`config.mk`:
```
export PLATFORM = sky130hd
export DESIGN_NAME = apb_gpio_slave
export DESIGN_NICKNAME = d
export VERILOG_FILES = /design/src/rtl/apb_gpio_pkg.sv /design/src/rtl/gpio_sync_edge.sv /design/src/rtl/apb_gpio_slave.sv
export SDC_FILE = /design/constraint.sdc
export NUM_CORES = 1
export LEC_CHECK = 0
export ABC_AREA = 1
export BUFFER_PORTS_ARGS = -buffer_cell sky130_fd_sc_hd__buf_4
export CORE_MARGIN = 4
export CORE_UTILIZATION = 50
export DETAILED_ROUTE_END_ITERATION = 7
export PLACE_DENSITY = 0.7
export SYNTH_ARGS = -nofsm -noshare
export SYNTH_HDL_FRONTEND = slang
export SYNTH_SLANG_ARGS = --single-unit
export TNS_END_PERCENT = 1
```
`constraint.sdc`:
```
create_clock -name PCLK -period 2.2 [get_ports PCLK]
set_input_delay 0.33 -clock PCLK [delete_from_list [all_inputs] [get_ports PCLK]]
set_output_delay 0.33 -clock PCLK [all_outputs]
set_load 0.01 [all_outputs]
```
`src/rtl/apb_gpio_pkg.sv`:
```
// apb_gpio_pkg: shared register offsets, FSM state type and wait-state limits for the APB GPIO slave
// Contents: GPIO_*_OFS byte offsets of the register bank, GPIO_MAX_WAIT / GPIO_CNT_W
//           wait-counter limits, apb_state_e FSM states, gpio_bad_ofs offset checker.
package apb_gpio_pkg;

   localparam logic [4:0] GPIO_DATA_OUT_OFS   = 5'h00;
   localparam logic [4:0] GPIO_DIR_OFS        = 5'h04;
   localparam logic [4:0] GPIO_DATA_IN_OFS    = 5'h08;
   localparam logic [4:0] GPIO_IRQ_EN_OFS     = 5'h0C;
   localparam logic [4:0] GPIO_IRQ_STATUS_OFS = 5'h10;
   localparam logic [4:0] GPIO_EDGE_SEL_OFS   = 5'h14;

   localparam int GPIO_MAX_WAIT = 15;
   localparam int GPIO_CNT_W    = 4;

   typedef enum logic [1:0] {IDLE, SETUP, ACCESS} apb_state_e;

   // Offset-level error: misaligned, past the last register, or a write to the read-only input bank.
   function automatic logic gpio_bad_ofs(input logic [4:0] ofs, input logic wr);
      return (ofs[1:0] != 2'b00) || (ofs > GPIO_EDGE_SEL_OFS) || (wr && ofs == GPIO_DATA_IN_OFS);
   endfunction

endpackage

```
`src/rtl/gpio_sync_edge.sv`:
```
// gpio_sync_edge: two-flop pin synchronizer with per-pin selectable edge detection
// Ports: PCLK rising-edge clock; PRESETn async active-low reset; pin_in raw asynchronous pins;
//        edge_sel per-pin polarity (1 rising, 0 falling); sync synchronized pins;
//        edge_evt one-cycle pulse per pin on the selected edge.
module gpio_sync_edge #(
   parameter int DATA_WIDTH = 32
) (
   input  logic                  PCLK,
   input  logic                  PRESETn,
   input  logic [DATA_WIDTH-1:0] pin_in,
   input  logic [DATA_WIDTH-1:0] edge_sel,
   output logic [DATA_WIDTH-1:0] sync,
   output logic [DATA_WIDTH-1:0] edge_evt
);

   logic [DATA_WIDTH-1:0] sync1;
   logic [DATA_WIDTH-1:0] prev;

   always_ff @(posedge PCLK or negedge PRESETn) begin
      if (!PRESETn) begin
         sync1 <= '0;
         sync  <= '0;
         prev  <= '0;
      end else begin
         sync1 <= pin_in;
         sync  <= sync1;
         prev  <= sync;
      end
   end

   assign edge_evt = (edge_sel & sync & ~prev) | (~edge_sel & ~sync & prev);

endmodule

```
`src/rtl/apb_gpio_slave.sv`:
```
// apb_gpio_slave: APB completer owning the GPIO register bank, pins and edge interrupts
// Ports: PCLK/PRESETn clock and async active-low reset; PSEL/PENABLE/PWRITE/PADDR/PWDATA APB request;
//        PRDATA/PREADY/PSLVERR APB response; gpio_in async pins; gpio_out/gpio_oe pin drive
//        and enable; irq level interrupt |(IRQ_STATUS & IRQ_EN), registered.
module apb_gpio_slave
   import apb_gpio_pkg::*;
#(
   parameter int ADDR_WIDTH  = 32,
   parameter int DATA_WIDTH  = 32,
   parameter int WAIT_STATES = 1
) (
   input  logic                  PCLK,
   input  logic                  PRESETn,
   input  logic                  PSEL,
   input  logic                  PENABLE,
   input  logic                  PWRITE,
   input  logic [ADDR_WIDTH-1:0] PADDR,
   input  logic [DATA_WIDTH-1:0] PWDATA,
   output logic [DATA_WIDTH-1:0] PRDATA,
   output logic                  PREADY,
   output logic                  PSLVERR,
   input  logic [DATA_WIDTH-1:0] gpio_in,
   output logic [DATA_WIDTH-1:0] gpio_out,
   output logic [DATA_WIDTH-1:0] gpio_oe,
   output logic                  irq
);

   localparam int WS_EFF = (WAIT_STATES > GPIO_MAX_WAIT) ? GPIO_MAX_WAIT : WAIT_STATES;
   localparam logic [GPIO_CNT_W-1:0] WS_LD = GPIO_CNT_W'(WS_EFF);

   apb_state_e state, state_n;
   logic [GPIO_CNT_W-1:0] cnt, cnt_n;
   logic cap, setup, live, ready;
   logic [ADDR_WIDTH-1:0] addr_q, addr_d;
   logic wr_q, wr_d;
   logic [DATA_WIDTH-1:0] wdata_q;
   logic err_q, err_d, commit, rd_next;
   logic [DATA_WIDTH-1:0] prdata_q, rdata_d;
   logic [DATA_WIDTH-1:0] data_out, dir, irq_en, irq_status, edge_sel;
   logic [DATA_WIDTH-1:0] data_in, edge_evt, w1c_mask;

   gpio_sync_edge #(.DATA_WIDTH(DATA_WIDTH)) u_sync (
      .PCLK     (PCLK),
      .PRESETn  (PRESETn),
      .pin_in   (gpio_in),
      .edge_sel (edge_sel),
      .sync     (data_in),
      .edge_evt (edge_evt)
   );

   assign setup = PSEL && !PENABLE;
   assign live  = PSEL && PENABLE;
   // The counter is armed at capture, so the first access cycle is already a ready
   // candidate and PREADY lands on access cycle WAIT_STATES+1.
   assign ready = (state != IDLE) && live && (cnt == '0);

   always_comb begin
      state_n = state;
      cnt_n   = cnt;
      cap     = 1'b0;
      if (setup) begin
         state_n = SETUP;
         cnt_n   = WS_LD;
         cap     = 1'b1;
      end else if (state != IDLE) begin
         if (!live || cnt == '0) begin
            state_n = IDLE;
            cnt_n   = '0;
         end else begin
            state_n = ACCESS;
            cnt_n   = cnt - GPIO_CNT_W'(1);
         end
      end
   end

   // addr_d/wr_d are what the capture registers will hold next cycle, so read data
   // can be registered one cycle ahead and be valid exactly in the PREADY cycle.
   assign addr_d  = cap ? PADDR : addr_q;
   assign wr_d    = cap ? PWRITE : wr_q;
   assign err_q   = (|(addr_q >> 5)) || gpio_bad_ofs(addr_q[4:0], wr_q);
   assign err_d   = (|(addr_d >> 5)) || gpio_bad_ofs(addr_d[4:0], wr_d);
   assign commit  = ready && wr_q && !err_q;
   assign rd_next = (state_n != IDLE) && (cnt_n == '0) && !wr_d && !err_d;

   always_comb begin
      rdata_d = (addr_d[4:0] == GPIO_DATA_OUT_OFS)   ? data_out   :
                (addr_d[4:0] == GPIO_DIR_OFS)        ? dir        :
                (addr_d[4:0] == GPIO_DATA_IN_OFS)    ? data_in    :
                (addr_d[4:0] == GPIO_IRQ_EN_OFS)     ? irq_en     :
                (addr_d[4:0] == GPIO_IRQ_STATUS_OFS) ? irq_status :
                (addr_d[4:0] == GPIO_EDGE_SEL_OFS)   ? edge_sel   : '0;
   end

   // Clear mask first, then OR in new events: a same-cycle set beats the W1C.
   assign w1c_mask = (commit && addr_q[4:0] == GPIO_IRQ_STATUS_OFS) ? wdata_q : '0;

   always_ff @(posedge PCLK or negedge PRESETn) begin
      if (!PRESETn) begin
         state    <= IDLE;
         cnt      <= '0;
         addr_q   <= '0;
         wr_q     <= 1'b0;
         wdata_q  <= '0;
         prdata_q <= '0;
      end else begin
         state    <= state_n;
         cnt      <= cnt_n;
         addr_q   <= addr_d;
         wr_q     <= wr_d;
         wdata_q  <= cap ? PWDATA : wdata_q;
         prdata_q <= rd_next ? rdata_d : '0;
      end
   end

   always_ff @(posedge PCLK or negedge PRESETn) begin
      if (!PRESETn) begin
         data_out   <= '0;
         dir        <= '0;
         irq_en     <= '0;
         edge_sel   <= '0;
         irq_status <= '0;
         gpio_out   <= '0;
         gpio_oe    <= '0;
         irq        <= 1'b0;
      end else begin
         data_out   <= (commit && addr_q[4:0] == GPIO_DATA_OUT_OFS) ? wdata_q : data_out;
         dir        <= (commit && addr_q[4:0] == GPIO_DIR_OFS) ? wdata_q : dir;
         irq_en     <= (commit && addr_q[4:0] == GPIO_IRQ_EN_OFS) ? wdata_q : irq_en;
         edge_sel   <= (commit && addr_q[4:0] == GPIO_EDGE_SEL_OFS) ? wdata_q : edge_sel;
         irq_status <= (irq_status & ~w1c_mask) | edge_evt;
         gpio_out   <= data_out & dir;
         gpio_oe    <= dir;
         irq        <= |(irq_status & irq_en);
      end
   end

   assign PREADY  = ready;
   assign PSLVERR = ready && err_q;
   assign PRDATA  = ready ? prdata_q : '0;

endmodule

```
# After elaboration in Yosys (flattened, before gate mapping)
# Cells that the tools add are included.
# op_classes
add_sub_neg	1
order_cmp	2
mux	18
bitwise_logic	13
n_reduce_logical	40
n_eq_ne	10
# ops
operator	count
two-way mux 32 bit	10
bitwise AND 32 bit	7
NOT 32 bit	4
OR 32 bit	2
OR reduction 27 bit	2
OR reduction 32 bit	1
equality test 5 x 4 -> 1 bit, second input constant	4
equality test 5 bit, second input constant	4
logical AND 1 bit	17
two-way mux 4 bit	3
equality test 5 x 3 -> 1 bit, second input constant	2
> comparator 5 bit, second input constant	2
logical NOT 5 bit	2
logical NOT 4 bit	2
nonzero test 2 bit	4
logical OR 1 bit	7
two-way mux 2 bit	3
logical NOT 1 bit	5
subtractor 4 x 1 -> 4 bit, second input constant	1
two-way mux 1 bit	2
# totals
output_inout_bits	99
wordCells	101
reg_bits	424
input_bits	101

# Longest topological paths before layout
# Gate-level depths: netlist of the first run.
# depth
word_depth	12
mapped_depth	14
ltp_nobuf	11

# Hierarchy
# Synthesis of the first run repeated with hierarchy kept, for this count alone.
# unflattened
cells_unflattened	2046
hier_area_um2	17481.8
# by_module_without_submodules
mod	cells_each	instances	area_each_um2	seq_area_each_um2
apb_gpio_slave	1790	1	14438.8	8207.9
gpio_sync_edge	256	1	3042.9	2402.3

# Worst setup path before layout of the first run
# OpenSTA, ideal clock, no wires.
# synth_path
path_kind	input to register
startpoint	input port PENABLE
endpoint	register prdata_q[23]
setup_time_ps	116
path_buffers	2
arrival_time_ps	1825
setup_slack_ps	259
stages	12
required_ps	2084
cell_sequence	inv_1 -> nand2_1 -> buf_2 -> nand2_1 -> nand2_1 -> nand2_1 -> nor2_1 -> nand2_1 -> clkbuf_1 -> or2_2 -> nand3_1 -> nor2_1
# synth_via
elab_chain_cells	12
elab_cells_between_ends	41
classes_between	1 x order compare; 5 x eq/ne; 16 x mux; 19 x reduce/logical
# synth_rtl
element	line	source
from (decl)	apb_gpio_slave.sv:15	input logic PENABLE,
logical NOT 1 bit	apb_gpio_slave.sv:51	assign setup = PSEL && !PENABLE;
logical AND 1 bit	apb_gpio_slave.sv:51	
two-way mux 1 bit	apb_gpio_slave.sv:61	if (setup) begin
two-way mux 32 bit	apb_gpio_slave.sv:78	assign addr_d = cap ? PADDR : addr_q;
equality test 5 bit	apb_gpio_slave.sv:91	(addr_d[4:0] == GPIO_EDGE_SEL_OFS) ? edge_sel : '0;
two-way mux 32 bit	apb_gpio_slave.sv:91	
two-way mux 32 bit	apb_gpio_slave.sv:90	(addr_d[4:0] == GPIO_IRQ_STATUS_OFS) ? irq_status :
two-way mux 32 bit	apb_gpio_slave.sv:89	(addr_d[4:0] == GPIO_IRQ_EN_OFS) ? irq_en :
two-way mux 32 bit	apb_gpio_slave.sv:88	(addr_d[4:0] == GPIO_DATA_IN_OFS) ? data_in :
two-way mux 32 bit	apb_gpio_slave.sv:87	(addr_d[4:0] == GPIO_DIR_OFS) ? dir :
two-way mux 32 bit	apb_gpio_slave.sv:86	rdata_d = (addr_d[4:0] == GPIO_DATA_OUT_OFS) ? data_out :
two-way mux 32 bit *	apb_gpio_slave.sv:111	prdata_q <= rd_next ? rdata_d : '0;
to (signal assigned)	apb_gpio_slave.sv:111	
to (decl)	apb_gpio_slave.sv:38	logic [DATA_WIDTH-1:0] prdata_q, rdata_d;
# Every way passes the cells marked *; elsewhere a longest branch is shown, timed or not.
# A chain may end at the register's enable or synchronous reset.

# Worst setup path in the final report of the first run
# layout_path
startpoint	register cnt[1]
endpoint	output port PSLVERR
# layout_via
elab_chain_cells	3
# layout_rtl
element	line	source
from (decl)	apb_gpio_slave.sv:32	logic [GPIO_CNT_W-1:0] cnt, cnt_n;
from (signal assigned)	apb_gpio_slave.sv:107	cnt <= cnt_n;
logical NOT 4 bit	apb_gpio_slave.sv:55	assign ready = (state != IDLE) && live && (cnt == '0);
logical AND 1 bit	apb_gpio_slave.sv:55	
logical AND 1 bit	apb_gpio_slave.sv:138	assign PSLVERR = ready && err_q;
to (decl)	apb_gpio_slave.sv:21	output logic PSLVERR,
# Every way passes these cells.

==> results.md, run 1 <==
* TNS Setup at -135 ps
* CP delay by family, top: buffers and inverters
* Drt via density at 5.47
* Gpl congestion at 0.893
* GRT Total Usage at 26.8%
* Layout Nets at 2407
* Failing checks: setup timing
* Largest stage delay on the critical path at 400 ps
* PwrDens at 758 nW/um^2
* Root Buffer: clkbuf_16
* Die outline height at 195 um
* Clock power share at 43.1%
* DR vias at 15273
* CP arrival at 1910 ps
* # H-tree levels at 2
* Combinational Power Share at 8.1%
* RSZ-0062 raised after global routing: true
* Crit path buf inv count at 4
* Port bufs at 199
* Hold Violations, Final at 0
* Chip Width at 195 um
* Max-slew violations at 0
* Initial Utilization at 50.6%
* FILL cells at 2797
* Post-synthesis compound-gate area fraction at 1.74%
* Max-cap violations at 0
* Seq pwr share at 48.8%
* Sw frac at 24.0%
* Largest net degree at the start of global routing at 62
* WP data required at 1870 ps
* Critical-path maximum fanout at 6
* Placement Cell Area at 20000 um^2
* DR iter-0 viols at 1556
* Post-place setup slack at 29.5 ps
* Die footprint at 38000 um^2
* Mapped Nets at 2122
* Total power at 17.1 mW
* Total CTS buffers at 45
* Syn Inst Count at 2019
* Final wirelength at 51.1 mm
* Worst min path class: in2reg
* DRC violations left at 0
* 1st-pass router iterations at 6
* First-pass GRT wire length at 82.4 mm
* Slew margin rel. at 63.3%
* Detailed-route wire length per cell at 18.3 um
* Fmax at 0.447 GHz
* Worst Skew at 12.7 ps
* Worst-margin pin slew at 547 ps
* Initial antenna violation count at 0
* P&R area growth vs syn at 29.0%
* Worst Hold Slack at 21.0 ps
* Maximum clock insertion buffer count at 3
* Post-synthesis adder-cell area fraction at 0.143%
* CTS sink cnt at 424
* Clk_lat worst skew at 540 ps
* Core Rows at 68
* Final setup violating endpoints at 13
* Cells after DPL at 2635
* Final worst slack at -37.8 ps
* Share of cells above drive strength 1 at 19.1%
* Slowest CP cell: dfrtp_1
* Final std cells w/o fill at 2790
* Internal power at 13.0 mW
* CP Class: reg2out
* Synth Area per Inst at 8.65 um^2
* I/O pins at 200
* Total grt overflow at 0
* Syn. warnings at 0
* Pleak at 11.5 nW
* Core area at 34500 um^2
* Critical path, cell by cell: inv_2, ha_4, nand4_4, buf_12, buf_12, nor2_4, buf_6
* Post-Layout Inst Area at 22500 um^2
* Diodes inserted at 0
* HPWL after detailed placement at 32.6 mm
* Seq cells post-synth at 424
* Simple-Gate Fraction of Synth Area at 32.2%
* Core Util, Final at 65.3%
* Worst Setup End Kind: primary output
* Synth Area in XOR/XNOR at 0%
* Period utilization at 102%
* Switching pwr at 4.10 mW
* Vias in the first global route at 15200
* Top cell by count, worst path: buf_12
* Post-synthesis mux area share at 0%
* CP Launch Type: register
* Mapped Area at 17500 um^2
* CTS tree: done
* Tmin final at 2240 ps
* Library cells used by synthesis at 23
* Clock transition at the registers of the reported paths at 60 ps
* Peak supply drop at 0.605 mV
* Register area share after synthesis at 60.7%
* Largest family of logic cells by synthesized area: simple AND/OR/NAND/NOR gates
* Status: complete, but fails checks
* Final ANT Viol Nets at 0
-- power groups by stage --
stage | logic, mW | registers (mW) | clock network (mW)
floorplan | 0.573 | 8.35 | 0
global placement | 1.20 | 8.46 | 0
detailed placement | 1.23 | 8.47 | 0
CTS | 1.37 | 8.33 | 7.52
global route | 1.53 | 8.37 | 7.84
finish | 1.39 | 8.34 | 7.37
-- worst paths after layout --
path,slack (ps),depth (start not counted),endpoint,startpoint
worst max register to register,150,12,edge_sel[28],addr_q[16]
worst min-delay path,20,3,wdata_q[16],PWDATA[16]
min in group asynchronous,310,2,wr_q,PRESETn
max in group asynchronous,1160,3,edge_sel[13],PRESETn
worst min register to register,340,0,u_sync.sync[8],u_sync.sync1[8]
worst max-delay path,-40,7,PSLVERR,cnt[1]
-- tightest hold or removal path, stage by stage --
cell and delay [ps]:
buf_4 90, nand2_1 50, nand2_1 50
-- per-layer routing --
layer	up-vias	wire (um)	track usage, %
met5	-	0	0
met4	0	1360	7.78
met3	112	3730	3.90
met2	668	25800	45.5
met1	7435	20200	36.2
li1	7058	-	-
-- cells in the mapped netlist (all sizes together) --
library cell	n	share of area, %
a21oi	7	0.20
a221oi	5	0.25
a22o	6	0.30
buf	37	0.99
clkbuf	72	1.5
clkinv	1	0.021
dfrtp	424	61
ha	2	0.14
inv	122	2.6
nand2	674	14
nand3	349	10
nand4	67	2.4
nor2	182	3.9
nor3	2	0.057
nor3b	1	0.072
nor4	2	0.072
o211ai	1	0.043
o21ai	33	0.95
or2	32	1.1
-- what timing repair did --
action | 4_1_cts | 5_1_grt
pin swaps | 5 | 0
hold buffers | 63 | 0
endpoints found under the hold margin | 99 | 0
cloned | 2 | 0
gates resized for setup | 40 | 44
setup buffers | 10 | 2
endpoints found under the setup margin | 34 | 151
-- flip-flops by register name, indices dropped and copies added, names as in the netlist, 32 cells and up --
signal,count
addr_q,32
data_out,32
dir,32
edge_sel,32
gpio_oe,32
gpio_out,32
irq_en,32
irq_status,32
prdata_q,32
u_sync.prev,32
u_sync.sync,32
u_sync.sync1,32
wdata_q,32
-- placed cells by master, fill, tap and decap left out, types with 16 or more instances in the layout --
cell type / n
nor2_2: 32
or2_2: 32
dlygate4sd3_1: 63
inv_1: 119
clkbuf_8: 16
clkbuf_16: 45
dfrtp_1: 424
nand3_1: 348
nor2_1: 133
nand2_1: 672
buf_4: 236
nor2_4: 17
buf_6: 16
nand4_1: 66
buf_12: 28
o21ai_0: 32
-- cell type report --
class | instances | area, um^2 | area share, %
clock buffer | 71 | 1380 | 6.14
clock inverter | 7 | 62.6 | 0.278
inverter | 123 | 462 | 2.05
multi-input combinational | 1363 | 6230 | 27.6
sequential | 424 | 10600 | 47.1
tap | 455 | 569 | 2.53
timing repair buffer | 347 | 3230 | 14.3
-- kinds of logic after synthesis --
kind of cell,count (synthesis)
and+or+nand+nor,1309
DFF,424
buffers and inverters,232
AOI/OAI and AO/OA,52
adders and majority gates,2
No activity file was read; power rests on OpenSTA's default activity.
==> run 2, diff against run 1 <==
Settings changed: CORE_ASPECT_RATIO set to 0.5.
==> results.md, run 2 (synthesis results as in run 1) <==
* Clk_lat worst skew at 550 ps (about the same)
* CTS tree: done
* Total CTS buffers at 37 (-18%)
* Pleak at 11.5 nW (about the same)
* Hold path endpoint: addr_q[11]
* HPWL after detailed placement at 32.6 mm (about the same)
* Core area at 34500 um^2 (-0.20%)
* Tmin final at 2230 ps (-11.1 ps)
* Critical-path maximum fanout at 12 (+6)
* Slowest CP cell: dfrtp_1
* Gpl congestion at 0.873 (-2.3%)
* Worst Hold Slack at 17.0 ps (-4.01 ps)
* CP Class: reg2out
* WHS Path Cells at 3 (unchanged)
* Top cell by count, worst path: buf_6
* R2R Setup Slk at 30 ps (-120 ps)
* Worst-margin pin slew at 724 ps (+178 ps)
* Vias in the first global route at 14621 (-3.8%)
* FILL cells at 2815 (+0.64%)
* CP arrival at 1900 ps (about the same)
* CTS sink cnt at 424 (unchanged)
* Detailed-route wire length per cell at 18.4 um (+0.63%)
* Initial antenna violation count at 0 (unchanged)
* Register area at 10600 um^2 (about the same)
* First-pass GRT wire length at 80.8 mm (-1.9%)
* Max-slew violations at 0 (unchanged)
* Die outline height at 140 um (-28%)
* Most common cell after layout, fill and taps aside: nand2_1
* GRT Total Usage at 26.4% (-0.41 points)
* FF-to-FF End: irq_en[16]
* CP Launch Type: register
* Share of cells above drive strength 1 at 19.6% (+0.57 points)
* Initial Utilization at 50.7% (+0.10 points)
* PwrDens at 719 nW/um^2 (-5.2%)
* Clock transition at the registers of the reported paths at 70 ps (about the same)
* Drt via density at 5.42 (-1.0%)
* Final ANT Viol Nets at 0 (unchanged)
* Placement Cell Area at 20100 um^2 (+0.51%)
* CP delay by family, top: buffers and inverters
* Peak supply drop at 0.527 mV (-13%)
* P&R area growth vs syn at 29.0% (about the same)
* Worst min path class: in2reg
* Failing checks: setup timing
* Maximum clock insertion buffer count at 3 (unchanged)
* Hold Violations, Final at 0 (unchanged)
* Core Rows at 48 (-29%)
* Largest net degree at the start of global routing at 78 (+26%)
* Crit path buf inv count at 4 (unchanged)
* Worst r2r path cells at 12 (unchanged)
* Multi-input gate area at 6250 um^2 (+0.42%)
* Final worst slack at -26.7 ps (+11.1 ps)
* Slew margin rel. at 51.3% (-12 points)
* Worst Setup End Kind: primary output
* Final wirelength at 51.7 mm (+1.3%)
* Diodes inserted at 0 (unchanged)
* Status: complete, but fails checks
* DR vias at 15218 (-0.36%)
* Final setup violating endpoints at 4 (-9)
* Total grt overflow at 0 (unchanged)
* RSZ-0062 raised after global routing: true
* Worst Skew at 23.8 ps (+11.1 ps)
* Most frequent cells in the layout: nand2_1, dfrtp_1, nand3_1
* Largest stage delay on the critical path at 400 ps (about the same)
* Port bufs at 199 (unchanged)
* Die footprint at 38200 um^2 (+0.47%)
* Layout Nets at 2415 (+0.33%)
* DRC violations left at 0 (unchanged)
* Critical path, cell by cell: inv_2, ha_4, nand4_4, buf_6, buf_12, nor2_4, buf_6
* Total power at 16.2 mW (-5.3%)
* I/O pins at 200 (unchanged)
* DR iter-0 viols at 1679 (+7.9%)
* Fmax at 0.449 GHz (+0.50%)
* 1st-pass router iterations at 6 (unchanged)
* Chip Width at 272 um (+40%)
* Post-Layout Inst Area at 22500 um^2 (about the same)
* WP data required at 1870 ps (about the same)
* Max-cap violations at 0 (unchanged)
* Root Buffer: clkbuf_16
* # H-tree levels at 2 (unchanged)
* Hold Startpoint: PADDR[11]
* Reg2reg start: cnt[0]
* Period utilization at 101% (-0.50 points)
## run 2: changes by cell type in the layout (fill, tap and decap cells not counted), sizes merged
cell / change
dlygate4sd3: -6
clkbuf: -13
bufbuf: +1
buf: +17
## run 2: worst max-delay path by stage
stage / start / end / slack (ps) / cells past startpoint
after floorplan: PENABLE / prdata_q[23] / 260 / 12
after global placement: PENABLE / prdata_q[18] / 50 / 13
after detailed placement: PENABLE / prdata_q[23] / -30 / 12
after CTS: addr_q[27] / PSLVERR / -50 / 6
after global routing: addr_q[2] / PSLVERR / -140 / 7
final: cnt[0] / PRDATA[0] / -30 / 7
## run 2: worst reg2reg max path, stage by stage (launching register included)
cell and delay, ps:
dfrtp_1 400, inv_2 90, ha_4 150, nand4_4 120, buf_6 170, buf_4 140, nor2_4 90, nor3b_4 250
buf_4 170, clkbuf_16 160, buf_8 200, nand3_1 90, nand2_1 80
## run 2: per-stage QoR
| stage | utilization [%] | instances | setup WS [ps] | TNS [ps] |
|---|---|---|---|---|
| global placement | 58.3 | 2667 | 48.3 | 0 |
| detailed placement | 58.3 | 2667 | -30.1 | -171 |
| CTS | 64.3 | 2797 | -51.7 | -453 |
| floorplan | - | 2019 | 259 | 0 |
| finish | 65.4 | 2809 | -26.7 | -64.4 |
| global route | 65.4 | 2809 | -137 | -6260 |
## run 2: metal layers
metal / vias to the layer above / part of all wire [%] / global-route usage, %
met5: - / 0 / 0
met4: 0 / 2.5 / 7.12
met3: 113 / 9.1 / 4.33
met2: 696 / 48 / 43.3
met1: 7346 / 41 / 36.9
li1: 7063 / - / -
## run 2: area by class of cell
class | instances | share of cell area, %
clock buffer | 54 | 4.93
clock inverter | 7 | 0.328
multi-input combinational | 1363 | 27.8
inverter | 123 | 2.05
timing repair buffer | 363 | 15.2
tap | 475 | 2.64
sequential | 424 | 47.1
## run 2: timing repair
item | CTS | global route
endpoints found under the setup margin | 34 | 160
endpoints found under the hold margin | 95 | 0
setup buffers | 9 | 7
hold buffers | 57 | 0
resized for setup | 41 | 55
pin swaps | 6 | 3
gates cloned | 3 | 6
## run 2: where the power goes
part           switching, mW  internal, mW  leakage (nW)
logic                  0.841         0.543          5.48
clock network           2.87          3.62         0.584
registers              0.283          8.04          5.42
total                   3.99          12.2          11.5
